`src/rtl/serial_adder_pkg.sv`:
```
// serial_adder_pkg
//   Shared definitions for the bit-serial adder:
//   - state encoding (IDLE/RUN/DONE) as localparams plus a typed enum
//   - cnt_width(): width of the bit counter for a given operand width
package serial_adder_pkg;

    localparam logic [1:0] ST_IDLE = 2'd0;
    localparam logic [1:0] ST_RUN  = 2'd1;
    localparam logic [1:0] ST_DONE = 2'd2;

    typedef enum logic [1:0] {
        IDLE = ST_IDLE,
        RUN  = ST_RUN,
        DONE = ST_DONE
    } state_t;

    // One spare bit over $clog2 so the counter is at least 1 bit wide
    // even for width = 1.
    function automatic int cnt_width(input int width);
        return $clog2(width) + 1;
    endfunction

endpackage

```
`src/rtl/serial_adder_fa.sv`:
```
// fa
//   One-bit full adder cell, purely combinational.
//   Ports:
//     A, B   in   operand bits
//     C      in   carry-in bit
//     SUM    out  A ^ B ^ C
//     COUT   out  majority(A, B, C)
module fa (
    input  logic A,
    input  logic B,
    input  logic C,
    output logic SUM,
    output logic COUT
);

    assign SUM  = A ^ B ^ C;
    assign COUT = (A & B) | (C & (A ^ B));

endmodule

```
`src/rtl/serial_adder.sv`:
```
// serial_adder
//   Bit-serial, LSB-first adder: {cout, sum} = a + b + cin, one bit per
//   cycle through a single full-adder cell, carry held in a flop.
//   Ports:
//     clk    in   clock, rising edge
//     rst    in   asynchronous active-high reset
//     start  in   request, sampled only in IDLE or DONE
//     a, b   in   operands (WIDTH), captured on the accepting edge
//     cin    in   carry-in, captured on the accepting edge
//     busy   out  high while bits are being processed
//     done   out  one-cycle pulse, sum/cout just updated
//     sum    out  result register (WIDTH)
//     cout   out  final carry register
//
//   Handshake: start is a level request with no ready signal; it is
//   accepted on any rising edge where the block is in IDLE or DONE (busy=0)
//   and ignored while busy=1. Each accepted request yields exactly one
//   done pulse WIDTH cycles after the accepting edge, unless rst aborts it.
//   sum/cout change only on the edge that raises done.
module serial_adder
    import serial_adder_pkg::*;
#(
    parameter int WIDTH = 8
) (
    input  logic             clk,
    input  logic             rst,
    input  logic             start,
    input  logic [WIDTH-1:0] a,
    input  logic [WIDTH-1:0] b,
    input  logic             cin,
    output logic             busy,
    output logic             done,
    output logic [WIDTH-1:0] sum,
    output logic             cout
);

    localparam int             CW   = cnt_width(WIDTH);
    localparam logic [CW-1:0]  LAST = CW'(WIDTH - 1);
    localparam logic [CW-1:0]  ONE  = CW'(1);

    state_t           state;
    logic [WIDTH-1:0] a_sr;
    logic [WIDTH-1:0] b_sr;
    logic [WIDTH-1:0] sum_sr;
    logic             carry;
    logic [CW-1:0]    count;

    logic             fa_sum;
    logic             fa_cout;
    logic [WIDTH-1:0] sum_next;

    fa u_fa (
        .A    (a_sr[0]),
        .B    (b_sr[0]),
        .C    (carry),
        .SUM  (fa_sum),
        .COUT (fa_cout)
    );

    // sum_sr with this cycle's SUM bit shifted in at the MSB; on the last
    // RUN edge this is the complete result.
    generate
        if (WIDTH == 1) begin : g_w1
            assign sum_next = fa_sum;
        end else begin : g_wn
            assign sum_next = {fa_sum, sum_sr[WIDTH-1:1]};
        end
    endgenerate

    always_ff @(posedge clk or posedge rst) begin
        if (rst) begin
            state  <= IDLE;
            a_sr   <= '0;
            b_sr   <= '0;
            sum_sr <= '0;
            carry  <= 1'b0;
            count  <= '0;
            busy   <= 1'b0;
            done   <= 1'b0;
            sum    <= '0;
            cout   <= 1'b0;
        end else begin
            case (state)
                IDLE, DONE: begin
                    done <= 1'b0;
                    if (start) begin
                        a_sr  <= a;
                        b_sr  <= b;
                        carry <= cin;
                        count <= '0;
                        busy  <= 1'b1;
                        state <= RUN;
                    end else begin
                        state <= IDLE;
                    end
                end
                RUN: begin
                    a_sr   <= a_sr >> 1;
                    b_sr   <= b_sr >> 1;
                    sum_sr <= sum_next;
                    carry  <= fa_cout;
                    count  <= count + ONE;
                    if (count == LAST) begin
                        sum   <= sum_next;
                        cout  <= fa_cout;
                        busy  <= 1'b0;
                        done  <= 1'b1;
                        state <= DONE;
                    end
                end
                default: begin
                    busy  <= 1'b0;
                    done  <= 1'b0;
                    state <= IDLE;
                end
            endcase
        end
    end

endmodule

```
`config.mk`:
```
export PLATFORM = sky130hd
export DESIGN_NAME = serial_adder
export DESIGN_NICKNAME = d
export VERILOG_FILES = /design/src/rtl/serial_adder_pkg.sv /design/src/rtl/serial_adder_fa.sv /design/src/rtl/serial_adder.sv
export SDC_FILE = /design/constraint.sdc
export NUM_CORES = 1
export LEC_CHECK = 0
export ABC_CLOCK_PERIOD_IN_PS = 1600
export BUFFER_PORTS_ARGS = -buffer_cell sky130_fd_sc_hd__buf_2
export CORE_MARGIN = 2
export CORE_UTILIZATION = 48
export DETAILED_ROUTE_END_ITERATION = 16
export GPL_TIMING_DRIVEN = 0
export HOLD_SLACK_MARGIN = 0.12
export PLACE_DENSITY_LB_ADDON = 0.25
export SLEW_MARGIN = 10
export SYNTH_ARGS = -nofsm -noshare
export SYNTH_HDL_FRONTEND = slang
export SYNTH_HIERARCHICAL = 1
export SYNTH_SLANG_ARGS = --single-unit
```
`constraint.sdc`:
```
create_clock -name clk -period 1.6 [get_ports clk]
set_clock_uncertainty 0.2 [all_clocks]
set_input_delay 0.08 -clock clk [delete_from_list [all_inputs] [get_ports clk]]
set_output_delay 0.08 -clock clk [all_outputs]
set_load 0.02 [all_outputs]
```
==> impl_metrics.ini, run 1 <==
[final_layout]
final_cell_mix = 39 x dfrtp_1, 31 x buf_2, 19 x a22o_1, 19 x dlygate4sd3_1, 16 x a21o_1
drive_above_1_share_pct = 41.9
fin_nets = 200
area_growth_pct = 36.2
instances_no_fill = 225
final_common_cell = dfrtp_1
diodes = 0

[routing]
drt_iter0_drc = 39
first_pass_iters = 4
highest_layer = met4
vias_per_cell = 5.29
routedWlPerCell_um = 16.2
drt-met1-wl_um = 1560
remaining_drc_errors = 0
dr_wl_met3_um = 87
ant_nets = 0
wl_met2_um = 1930
wirelength_um = 3640
num_vias = 1190

[critical_path]
worst_ep_required_time_ns = 1.63
cp_max_fo = 5
critPathMaxStageDelay_ns = 0.39
r2r-start = count[1]
worstPathCellList = ha_2 > nand3b_1 > nor3b_2 > buf_4 > mux2_4
reg2regPathDepth = 5
end_kind = register
r2r-end = sum[7]
critPathKind = reg -> reg
critPathLaunchType = register
reg2reg_slack_ns = -0.19
worstPathArrival_ns = 1.82
crit_slowest_cell = dfrtp_1

[synth]
synth_seq_area_share_pct = 60.3
synth_top_area_share_pct = 60.3
synth_cell_types = 20
yosysWarnings = 6
synthCells = 115
synthTopCellsByArea = dfrtp_1 60%, mux2_2 12%, a22o_1 10%
yosysTopAreaCell = dfrtp_1
synth_seq_cells = 40
syn_nets = 137
syn_avg_cell_area_um2 = 14.4
synth_area_um2 = 1660

[clocking]
numCtsBuffers = 5
cts_sinks = 40
htree_num_levels = 2
root_buffer = clkbuf_4
cts_tree = built
path_clk_slew_ns = 0.12
clk_latency_ns = 0.34
clockBufferDepth = 2

[global_route]
antenna_found_initial = 0
grt_use_total_pct = 20.0
grt_pass1_vias = 1323
grt_max_degree = 41
grt-ovfl-total = 0
grt_pass1_wl_um = 6130

[power_and_ir_drop]
vdd_ir_drop_max_mv = 0.965
power_leakage_nw = 1.18
power.density_nw_per_um2 = 1950
power.total_mw = 4.40

[sta]
tns_ns = -1.78
worst_slew_pin_slew_ns = 0.806
setup_viol = 16
fmax_mhz = 557
final_max_slew_viol_count = 0
whs_ns = 0.234
fin_crit_sh_pct = 112
period_needed_ns = 1.79
worst_slack_ns = -0.194
rsz0062_at_grt = yes
relSlewSlack_pct = 46.2
finalHoldViolCount = 0

[placed_design]
dp.cells = 191
dpl_worst_slack_ns = -0.178
place_hpwl_um = 2190
gp_congestion = 0.696
port-buffer-count = 30

[floorplan]
core_area_um2 = 3340
die_y_um = 62.8
ios = 31
dieArea_um2 = 3940
rows = 21
start_util_pct = 49.7
die_width_um = 62.8

[run_status]
status = finished with violations
violations = negative setup slack

[worst_hold_path]
hp-class = in -> async

[job]
cap_violations = 0
==> state kept, by name, summed over array words and instances (netlist names) <==
register and cells:
done 1, sum_sr 7, busy 1, cout 1, count 4, b_sr 8
a_sr 8, state 1, carry 1, sum 8
==> worst max-delay path by stage <==
stage,from,endpoint,cells after the start
final,count[1],sum[7],5
after global routing,count[0],sum[0],5
after CTS,count[0],sum[7],5
after detailed placement,count[0],sum[2],5
after global placement,count[0],cout,5
after floorplan,count[0],cout,5
==> cells in the mapped netlist, drive strengths merged <==
cell    number
dfrtp       40
nand4        1
nor2b        3
a21o        16
mux2        17
inv          1
o21ai        1
nor2         2
nor3b        1
nand3b       2
fa           1
ha           1
a22o        19
mux2i        2
buf          7
nand2b       1
==> stage by stage <==
step                util [%]  area (um^2)
global placement        55.9         1870
CTS                     66.1         2210
detailed placement      55.9         1870
global route            67.7         2260
floorplan                  -         1660
finish                  67.7         2260
==> area by class of cell <==
class | instances | area (um^2)
fillers | 244 | 1080
flip-flops and latches | 40 | 1000
multi-input cells | 67 | 663
repair buffers | 56 | 405
plain buffers | 7 | 68.8
clock buffers | 8 | 58.8
well taps | 46 | 57.6
inverters | 1 | 3.75
==> layer usage <==
layer  vias up  track usage (%)
met5         -                0
met3         7             3.78
met1       613             24.7
li1        550                -
met4         0             7.78
met2        20             34.8
==> power by group <==
part,leakage (nW),total [mW],switching (mW),internal (mW)
Sequential,0.494,1.80,0.321,1.48
Clock,0.0326,0.525,0.308,0.217
Combinational,0.649,2.07,0.883,1.19
Total,1.18,4.40,1.51,2.89
==> timing repair <==
item                       in CTS  in global routing
setup endpoints to repair      20                 33
hold endpoints to repair       58                  0
cloned                          1                  0
resized for setup              18                  6
pin swaps                       2                  2
hold buffers                   19                  0
setup buffers                   3                  3
==> cell families after synthesis <==
kind of cell / count (synthesis) / synth area share, %
compound gates: 36 / 17.6
fa+ha+maj: 2 / 1.96
buf+inv: 8 / 3.39
flops: 40 / 60.3
mux: 19 / 12.7
simple gates: 10 / 4.00
==> worst max-delay path: cells and delay by family, from the launching register on <==
kind	cells	cell delay [ns]
adder cells (fa/ha/maj)	1	0.18
multiplexers	1	0.30
AND/OR/NAND/NOR	2	0.39
flip-flops	1	0.39
buffers and inverters	1	0.21
Note: power is estimated with default switching activity, not from simulation.
==> inputs of run 2 (changes only) <==
--- a/config.mk
+++ b/config.mk
@@ -9,2 +9,3 @@
 export BUFFER_PORTS_ARGS = -buffer_cell sky130_fd_sc_hd__buf_2
+export CAP_MARGIN = 20
 export CORE_MARGIN = 2
@@ -20 +21,2 @@
 export SYNTH_SLANG_ARGS = --single-unit
+export TNS_END_PERCENT = 1
==> constraint.sdc (replaced) <==
create_clock -name clk -period 1.6 [get_ports clk]
set_clock_uncertainty 0.2 [all_clocks]
set_input_delay 0.16 -clock clk [delete_from_list [all_inputs] [get_ports clk]]
set_output_delay 0.16 -clock clk [all_outputs]
set_load 0.02 [all_outputs]
==> run 2 against run 1 <==
The flow still finishes with violations (negative setup slack). Utilization up 0.075 points. Sequential share of layout area down 0.10 points. Non-clock buffer count decreased by 2. Combinational power increased by 3%. Cell count decreased by 0.89%. Sequential cell count is the same. Clock-buffer cell count unchanged. Global-route usage is 0.43 points lower. First-iteration DRC count shrank 23%.
==> impl_metrics.ini, run 2 (same netlist as run 1, synthesis figures left out) <==
[run_status]
status = finished with violations
violations = negative setup slack

[routing]
vias_per_cell = 5.35
drt_iter0_drc = 30
first_pass_iters = 4
remaining_drc_errors = 0
num_vias = 1194
ant_nets = 0
routedWlPerCell_um = 16.3
wirelength_um = 3640

[global_route]
grt_pass1_vias = 1310
grt_use_total_pct = 19.6
grt_pass1_wl_um = 6010
grt_max_degree = 41
grt-ovfl-total = 0
antenna_found_initial = 0

[sta]
setup_viol = 9
final_max_slew_viol_count = 0
fin_crit_sh_pct = 113
worst_slack_ns = -0.207
period_needed_ns = 1.81
finalHoldViolCount = 0
whs_ns = 0.229
relSlewSlack_pct = 45.6
rsz0062_at_grt = yes
worst_slew_pin_slew_ns = 0.814
fmax_mhz = 553

[critical_path]
cp_max_fo = 5
critPathLaunchType = register
reg2regPathDepth = 5
critPathKind = reg -> reg
worstPathArrival_ns = 1.84
r2r-end = sum[7]
r2r-start = count[0]
worst_ep_required_time_ns = 1.63
end_kind = register
startpoint = count[0]
reg2reg_slack_ns = -0.21
endpoint = sum[7]

[floorplan]
core_area_um2 = 3340
start_util_pct = 49.7
die_y_um = 62.8
die_width_um = 62.8
rows = 21
dieArea_um2 = 3940
ios = 31

[final_layout]
area_growth_pct = 36.3
final.fill_count = 235
drive_above_1_share_pct = 40.7
final_cell_mix = 40 x dfrtp_1, 32 x buf_2, 19 x a22o_1, 19 x dlygate4sd3_1
fin_nets = 198
diodes = 0
instances_no_fill = 223
reg.largest.list = a_sr x8, b_sr x8, sum x8
final_common_cell = dfrtp_1
fin_area_um2 = 2260

[power_and_ir_drop]
vdd_ir_drop_max_mv = 1.05
power.total_mw = 4.47
power.density_nw_per_um2 = 1980
power_leakage_nw = 1.19

[placed_design]
place_hpwl_um = 2190
gp_congestion = 0.696
dp.cells = 191
postPlaceCellArea_um2 = 1870
dpl_worst_slack_ns = -0.178
port-buffer-count = 30

[clocking]
root_buffer = clkbuf_4
htree_num_levels = 2
cts_sinks = 40
path_clk_slew_ns = 0.12
clockBufferDepth = 2
cts_tree = built
numCtsBuffers = 5
clk_latency_ns = 0.34

[job]
cap_violations = 0

[worst_hold_path]
hp-class = in -> reg
run 2: worst min path at each step:
stage                     start  endpoint  slack (ns)  cells after the start
after floorplan            a[7]   a_sr[7]         0.1                      1
after global placement     b[7]   b_sr[7]        0.19                      2
after detailed placement    rst    sum[0]        0.17                      2
after CTS                 start  state[0]        0.26                      4
after global routing      start   b_sr[7]        0.26                      4
final                     start   b_sr[7]        0.23                      4
run 2: repair_timing:
action,4_1_cts,5_1_grt
pin swaps,2,6
resized for setup,17,14
cloned,1,0
endpoints found under the setup margin,20,32
setup buffers,3,1
endpoints found under the hold margin,58,0
hold buffers,19,0
run 2: layout make-up:
cell class	instances	area, um^2	share of cell area, %
flip-flops and latches	40	1000	44.2
well taps	46	57.6	2.54
multi-input cells	67	684	30.3
plain buffers	7	78.8	3.48
repair buffers	54	378	16.7
inverters	1	3.75	0.166
clock buffers	8	58.8	2.60
run 2: metrics by stage:
stage | TNS [ns] | util (%)
2_1_floorplan | -0.420 | -
3_3_place_gp | -6.00 | 55.9
3_5_place_dp | -1.62 | 55.9
4_1_cts | -1.58 | 66.1
5_1_grt | -2.28 | 67.8
6_report | -1.75 | 67.8
run 2: where the power goes:
group / leakage [nW] / switching [mW] / internal, mW
combinational: 0.667 / 0.895 / 1.24
sequential: 0.494 / 0.328 / 1.48
clock: 0.0326 / 0.312 / 0.217
run 2: critical path, cell delays in order, from the launching register on:
cell	delay (ns)
dfrtp_1	0.40
ha_2	0.19
nand3b_1	0.12
nor3b_2	0.27
buf_4	0.21
mux2_4	0.30
run 2: per-layer routing:
layer  vias to the layer above  part of all wire (%)  global-route usage (%)
li1                        548                     -                       -
met1                       610                    44                    24.1
met2                        27                    51                    33.6
met3                         9                   2.8                    4.14
met4                         0                   1.9                    8.06
met5                         -                     0                       0
